$ cat src/rtl/ifu_par_defs.sv
// Shared default widths for the IFU parity encoder/checker pair.
//   IFU_PAR_DW : protected data word width
//   IFU_PAR_AW : array index width logged on error
//   IFU_PAR_CW : saturating error counter width
`ifndef IFU_PAR_DEFS_SV
`define IFU_PAR_DEFS_SV
`define IFU_PAR_DW 34
`define IFU_PAR_AW 8
`define IFU_PAR_CW 4
`endif

$ cat src/rtl/sparc_ifu_par34_chk_pkg.sv
// Package for the IFU 34-bit parity checker.
// Holds the default widths (taken from the shared defines) and the
// stage-1 capture record.
`include "ifu_par_defs.sv"

package sparc_ifu_par34_chk_pkg;
  localparam int PAR_DW = `IFU_PAR_DW;
  localparam int PAR_AW = `IFU_PAR_AW;
  localparam int PAR_CW = `IFU_PAR_CW;

  // Word captured at the first edge; address kept separately since its
  // width is a module parameter.
  typedef struct packed {
    logic [PAR_DW-1:0] data;
    logic              par;
    logic [1:0]        tid;
  } s1_t;
endpackage

$ cat src/rtl/sparc_ifu_par34.sv
// Odd-ones parity encoder for IFU array words. Shared by the write side
// and the checker so both compute parity identically.
//   din : data word
//   par : 1 when din holds an odd number of ones
import sparc_ifu_par34_chk_pkg::*;

module sparc_ifu_par34 #(
  parameter int DW = PAR_DW
) (
  input  logic [DW-1:0] din,
  output logic          par
);
  assign par = ^din;
endmodule

$ cat config.mk
export PLATFORM = sky130hd
export DESIGN_NAME = sparc_ifu_par34
export DESIGN_NICKNAME = d
export VERILOG_FILES = /design/src/rtl/sparc_ifu_par34_chk_pkg.sv /design/src/rtl/sparc_ifu_par34.sv
export VERILOG_INCLUDE_DIRS = /design/src /design/src/rtl
export SDC_FILE = /design/constraint.sdc
export NUM_CORES = 1
export LEC_CHECK = 0
export CORE_AREA = 2 2 39 41
export DETAILED_ROUTE_END_ITERATION = 6
export DIE_AREA = 0 0 41 43
export PLACE_DENSITY = 0.74
export SLEW_MARGIN = 20
export SYNTH_ARGS = -nofsm -noshare
export SYNTH_HDL_FRONTEND = slang
export SYNTH_SLANG_ARGS = --single-unit
export TNS_END_PERCENT = 100
$ cat constraint.sdc
create_clock -name vclk -period 2
set_clock_uncertainty 0.1 [all_clocks]
set_input_delay 0.2 -clock vclk [all_inputs]
set_output_delay 0.2 -clock vclk [all_outputs]
set_load 0.005 [all_outputs]
# After elaboration in Yosys (flattened, before gate mapping)
# Cells that the tools add are included.
# word_totals
register_bits	0
out_inout_bits	1
# op_classes
reduce_logical	1
# ops
cell	n
$reduce_xor 34->1	1

# Logic depth before layout (Yosys ltp)
# Gate-level depths: netlist (run 1).
# logic_depth
ltp_word	1
depth_mapped	5
mapped_depth_nobuf	5

# Least setup slack after synthesis (run 1)
# No wires, ideal clock.
# synth_timing
kind	input-to-output
from	in din[17]
to	out par
t_arrival_ns	1.231
t_required_ns	1.700
slack_ns	0.469
stages	5
path_buffers	0
cell_sequence	xor2_1 -> xnor2_1 -> xnor2_1 -> xnor3_1 -> xnor2_1
# synth_via
elab_chain_cells	1
# synth_rtl
item	line	text
start: declaration	sparc_ifu_par34.sv:10	input logic [DW-1:0] din,
$reduce_xor 34->1	sparc_ifu_par34.sv:13	assign par = ^din;
end: declaration	sparc_ifu_par34.sv:11	output logic par
# No other way between the ends.

# Worst setup path in the final report (run 1)
# layout_timing
from	in din[2]
to	out par
# The elaborated chain is that of the path after synthesis.

==> results of run 1 <==
worst paths after layout:
check / from / endpoint / slack, ps / cells after the start
hold / removal: din[11] / par / 1050 / 6
setup / recovery: din[2] / par / 120 / 7
per-layer routing:
| metal | wire length [µm] | global-route usage |
|---|---|---|
| met4 | 0 | 0 |
| met3 | 84 | 0.01047 |
| met5 | 0 | 0 |
| met2 | 364 | 0.1781 |
| met1 | 183 | 0.07302 |
cells by family after synthesis:
kind of cell  share of synthesized area
xor+xnor                          1.000
layout by cell type, fill, tap and decap left out, drive strengths merged:
master	n
xnor3	1
dlygate4sd2	14
buf	1
dlymetal6s2s	4
xnor2	27
clkdlybuf4s50	12
clkdlybuf4s15	3
clkbuf	1
xor2	4
per-stage QoR:
stage / hold slack (ps) / std cells / TNS (ps) / util / instance area (µm²)
floorplan: 705.1 / 32 / 0 / - / 294.0
global placement: 1660 / 83 / -525.8 / 0.4801 / 664.4
detailed placement: 1645 / 83 / -535.2 / 0.4801 / 664.4
CTS: 1236 / 83 / 0 / 0.4602 / 636.9
global route: 1133 / 83 / 0 / 0.4837 / 669.4
finish: 1051 / 83 / 0 / 0.4837 / 669.4
worst max-delay path: stages:
cell,delay [ps]
dlygate4sd2_1,240
xor2_1,170
xnor2_1,140
xnor2_1,220
xnor3_1,350
xnor2_1,140
buf_2,140
area by class of cell:
type | instances | area, µm²
Fill cell | 148 | 714.4
Multi-Input combinational cell | 32 | 316.6
Timing Repair Buffer | 35 | 332.8
Tap cell | 16 | 20.02
report_power, final:
group	internal, mW	leakage (nW)	total [mW]	switching [mW]
combinational	0.192	0.300	0.292	0.100
sequential	0	0	0	0
clock	0	0	0	0
timing repair:
action                     4_1_cts  5_1_grt
setup endpoints to repair        1        1
gates resized for setup         22       12
hold endpoints to repair         0        0
cloned                           0        0
pin swaps                       19       16
hold buffers                     0        0
==> results by group, run 1 <==
Logic synthesis
  – Yosys warns: 0
  – Seq/Total Area, Yosys: 0
  – Netlist cell types: 3
  – Top cells by area, synth: xnor2_1 (80%), xor2_1 (12%), xnor3_1 (7.7%)
  – Commonest cells post-synth: xnor2_1 (27), xor2_1 (4), xnor3_1 (1)
  – Syn Inst Count: 32
  – Post-synth top area cell: xnor2_1
  – Area share of the largest cell type after synthesis: 0.8043
  – Synthesized area: slightly below 300 µm²
  – Count leader, synth: xnor2_1
  – Mean Syn Cell Area: between 9 and 10 µm²
  – Syn_nets: 66

Detailed routing
  – Detailed Routing Iterations Pass 1: 1
  – Via count: ~320
  – Post-DR vias/cell: 3.867
  – Starting DRT DRC Count: 0
  – Antenna Nets Post-Route: 0
  – Post-Route WL: 633 µm
  – Average wire per standard cell: ~7.6 µm
  – # DRC: 0

GRT
  – Number of global-route vias before repair: approximately 320
  – Largest net degree at the start of global routing: 2
  – Initial antenna violation count: 0
  – Total Routing Usage GR: 0.08200
  – Remaining global-route overflow: 0
  – First-pass GRT wire length: 1076 µm

Timing
  – Max Slew Vio Count: 0
  – Final setup viols: 0
  – Period minus WS final: 1884 ps
  – Final Hold Viols: 0
  – RSZ-0062 raised after global routing: false
  – Actual slew at the worst max-slew pin: 199.5 ps
  – Period utilization: 0.9419
  – PnR worst setup slack: 116.2 ps
  – Fmax: 530.8 MHz
  – Slew headroom: 0.8660

Placement
  – GPL Wtd Cong: 0.5701
  – IO Port Bufs: 35
  – Place WS: -535.2 ps

Power and ir drop
  – Total power: just under 0.3 mW
  – VDD IR max: about 280 µV
  – Leak: 0.3000 nW
  – PwrDens: 436.7 nW/µm²

Worst hold path
  – Worst min-delay path category: primary input to primary output

Critical path
  – Crit path required time: 1700 ps
  – CP max FO: 1
  – Startpoint types: primary input
  – Critical path arrival: 1580 ps
  – Crit path kind: primary input to primary output
  – Crit. End Element: primary output

Die
  – Height of the die: 43 µm
  – Core area: 1384 µm²
  – Starting density of the core: 0.2125
  – Area of the die: roughly 1800 µm²
  – Die width: 41 µm
  – Std-Cell Rows: 14
  – I/O pin cnt: 35

Run
  – # Max-Cap Violations: 0

Cells and area
  – Clk_buf instances: 0
  – Synthesis-to-layout area growth: 127.7%
  – NumNets Final: 103
  – Register area: 0 µm²
  – ANT cells: 0
  – Seq cells: 0
  – Layout cells sized above 1: 0.07463

Status
  – Status: completed

Clocking
  – Post-CTS Setup Inserts: 0
Note: power is estimated with default switching activity, not from simulation.
==> inputs of run 2 (changes only) <==
--- a/config.mk
+++ b/config.mk
@@ -6,9 +6,9 @@
 export SDC_FILE = /design/constraint.sdc
 export NUM_CORES = 1
 export LEC_CHECK = 0
-export CORE_AREA = 2 2 39 41
+export CORE_AREA = 3 3 40 42
 export DETAILED_ROUTE_END_ITERATION = 6
-export DIE_AREA = 0 0 41 43
+export DIE_AREA = 0 0 43 45
 export PLACE_DENSITY = 0.74
 export SLEW_MARGIN = 20
 export SYNTH_ARGS = -nofsm -noshare
==> run 2 against run 1 <==
  * Total power shrank 1.3%
  * Cell count shrank 1.2%
  * Critical endpoint unchanged
  * Critical path depth is the same
==> results by group, run 2 (synthesis gave the netlist of run 1 again) <==
Status
  – Status: completed (unchanged)

Critical path
  – Crit. End Element: primary output (unchanged)
  – Crit path kind: primary input to primary output (unchanged)
  – Crit path required time: 1700 ps (about the same)
  – Startpoint types: primary input (unchanged)
  – Critical path arrival: 1550 ps (was 1580 ps)
  – CP max FO: 1 (unchanged)

GRT
  – Number of global-route vias before repair: 286 (was 322)
  – First-pass GRT wire length: 1083 µm (was 1076 µm)
  – Remaining global-route overflow: 0 (unchanged)
  – Total Routing Usage GR: 0.06894 (was 0.08200)
  – Largest net degree at the start of global routing: 2 (unchanged)
  – Initial antenna violation count: 0 (unchanged)

Detailed routing
  – # DRC: 0 (unchanged)
  – Average wire per standard cell: 8.415 µm (was 7.627 µm)
  – Post-Route WL: 690 µm (was 633 µm)
  – Starting DRT DRC Count: 0 (unchanged)
  – Detailed Routing Iterations Pass 1: 1 (unchanged)
  – Antenna Nets Post-Route: 0 (unchanged)
  – Post-DR vias/cell: 3.829 (was 3.867)
  – Via count: 314 (was 321)

Power and ir drop
  – Flop pwr share: 0 (about the same)
  – Net Sw Frac: 0.3418 (was 0.3429)
  – VDD IR max: 205.9 µV (was 277.6 µV)
  – Switch Pwr: 0.09861 mW (was 0.1002 mW)
  – Total power: 0.2885 mW (was 0.2923 mW)
  – Clk pwr share: 0 (about the same)
  – Leak: 0.2988 nW (was 0.3000 nW)
  – PwrDens: 448.6 nW/µm² (was 436.7 nW/µm²)
  – Comb power frac: 1.000 (about the same)
  – Internal power: 0.1899 mW (was 0.1921 mW)

Cells and area
  – Register area: 0 µm² (unchanged)
  – Most frequent cells in the layout: xnor2_1 (23), clkdlybuf4s50_1 (11), clkbuf_2 (9) (was xnor2_1 (24), dlygate4sd2_1 (14), clkdlybuf4s50_1 (12))
  – Seq cells: 0 (unchanged)
  – NumNets Final: 103 (unchanged)
  – Non-Filler Instances: 82 (was 83)
  – Fill cell count: 127 (was 148)
  – Commonest non-fill, non-tap cell in the layout: xnor2_1 (unchanged)
  – Clk_buf instances: 0 (unchanged)
  – Cell area after layout: 643.1 µm² (was 669.4 µm²)
  – Core Util, Final: 0.5005 (was 0.4837)
  – Footprint of the multi-input gates: 324.1 µm² (was 316.6 µm²)
  – ANT cells: 0 (unchanged)
  – Layout cells sized above 1: 0.2090 (was 0.07463)
  – Synthesis-to-layout area growth: 118.7% (was 127.7%)

Timing
  – Actual slew at the worst max-slew pin: 183.7 ps (was 199.5 ps)
  – PnR worst setup slack: 148.8 ps (was 116.2 ps)
  – WHS: 1031 ps (was 1051 ps)
  – Slew headroom: 0.8766 (was 0.8660)
  – Period minus WS final: 1851 ps (was 1884 ps)
  – RSZ-0062 raised after global routing: false (unchanged)
  – Final Hold Viols: 0 (unchanged)
  – Final setup viols: 0 (unchanged)
  – Fmax: 540.2 MHz (was 530.8 MHz)
  – Max Slew Vio Count: 0 (unchanged)
  – Total negative slack: 0 ps (unchanged)
  – Period utilization: 0.9256 (was 0.9419)

Die
  – Height of the die: 45 µm (was 43 µm)
  – Die width: 43 µm (was 41 µm)
  – Starting density of the core: 0.2288 (was 0.2125)
  – Core area: 1285 µm² (was 1384 µm²)
  – Area of the die: 1935 µm² (was 1763 µm²)
  – I/O pin cnt: 35 (unchanged)
  – Std-Cell Rows: 13 (was 14)

Placement
  – Placed Area: 663.1 µm² (was 664.4 µm²)
  – GPL Wtd Cong: 0.5783 (was 0.5701)
  – HPWL reported at the end of detailed placement: 673.2 µm
  – Place WS: -540.0 ps (was -535.2 ps)
  – IO Port Bufs: 35 (unchanged)
  – Cells after DPL: 82 (was 83)

Worst hold path
  – Hold path start: din[11] (unchanged)
  – Hold depth: 6 (unchanged)
  – Endpoint, Worst Hold: par (unchanged)
  – Worst min-delay path category: primary input to primary output (unchanged)

Clocking
  – Hold buffer count at cts: 0 (unchanged)

Run
  – # Max-Cap Violations: 0 (unchanged)
==> run 2: worst max-delay path by stage <==
stage	startpoint	endpoint	slack, ps	cells past startpoint
3_5_place_dp	din[16]	par	-540	7
5_1_grt	din[0]	par	7	7
4_1_cts	din[15]	par	9	7
2_1_floorplan	din[17]	par	470	5
3_3_place_gp	din[16]	par	-530	7
6_report	din[31]	par	150	7
==> run 2: critical path: stages <==
cell and delay, ps:
clkdlybuf4s50_1 470, xor2_1 170, xnor2_1 150, xnor2_1 150, xnor2_1 150, xnor2_1 130, buf_2 130
==> run 2: area by class of cell <==
| type | count | share of cell area |
|---|---|---|
| repair buffers | 35 | 0.4669 |
| well taps | 15 | 0.02918 |
| multi-input cells | 32 | 0.5039 |
==> run 2: per-layer routing <==
| metal | global-route usage | vias to the layer above | part of all wire |
|---|---|---|---|
| li1 | - | 167 | - |
| met1 | 0.09330 | 125 | 0.34 |
| met2 | 0.1257 | 22 | 0.53 |
| met3 | 0.007968 | 0 | 0.12 |
| met4 | 0 | 0 | 0 |
| met5 | 0 | - | 0 |
==> run 2: repair_timing <==
item,in CTS,in global routing
hold endpoints to repair,0,0
pin swaps,20,17
resized for setup,23,28
endpoints found under the setup margin,1,1
setup buffers,0,0
==> run 2: power by group through the flow <==
stage	Sequential (mW)	Combinational (mW)	Clock, mW
4_1_cts	0	0.297	0
2_1_floorplan	0	0.184	0
6_report	0	0.289	0
3_5_place_dp	0	0.340	0
3_3_place_gp	0	0.339	0
5_1_grt	0	0.321	0
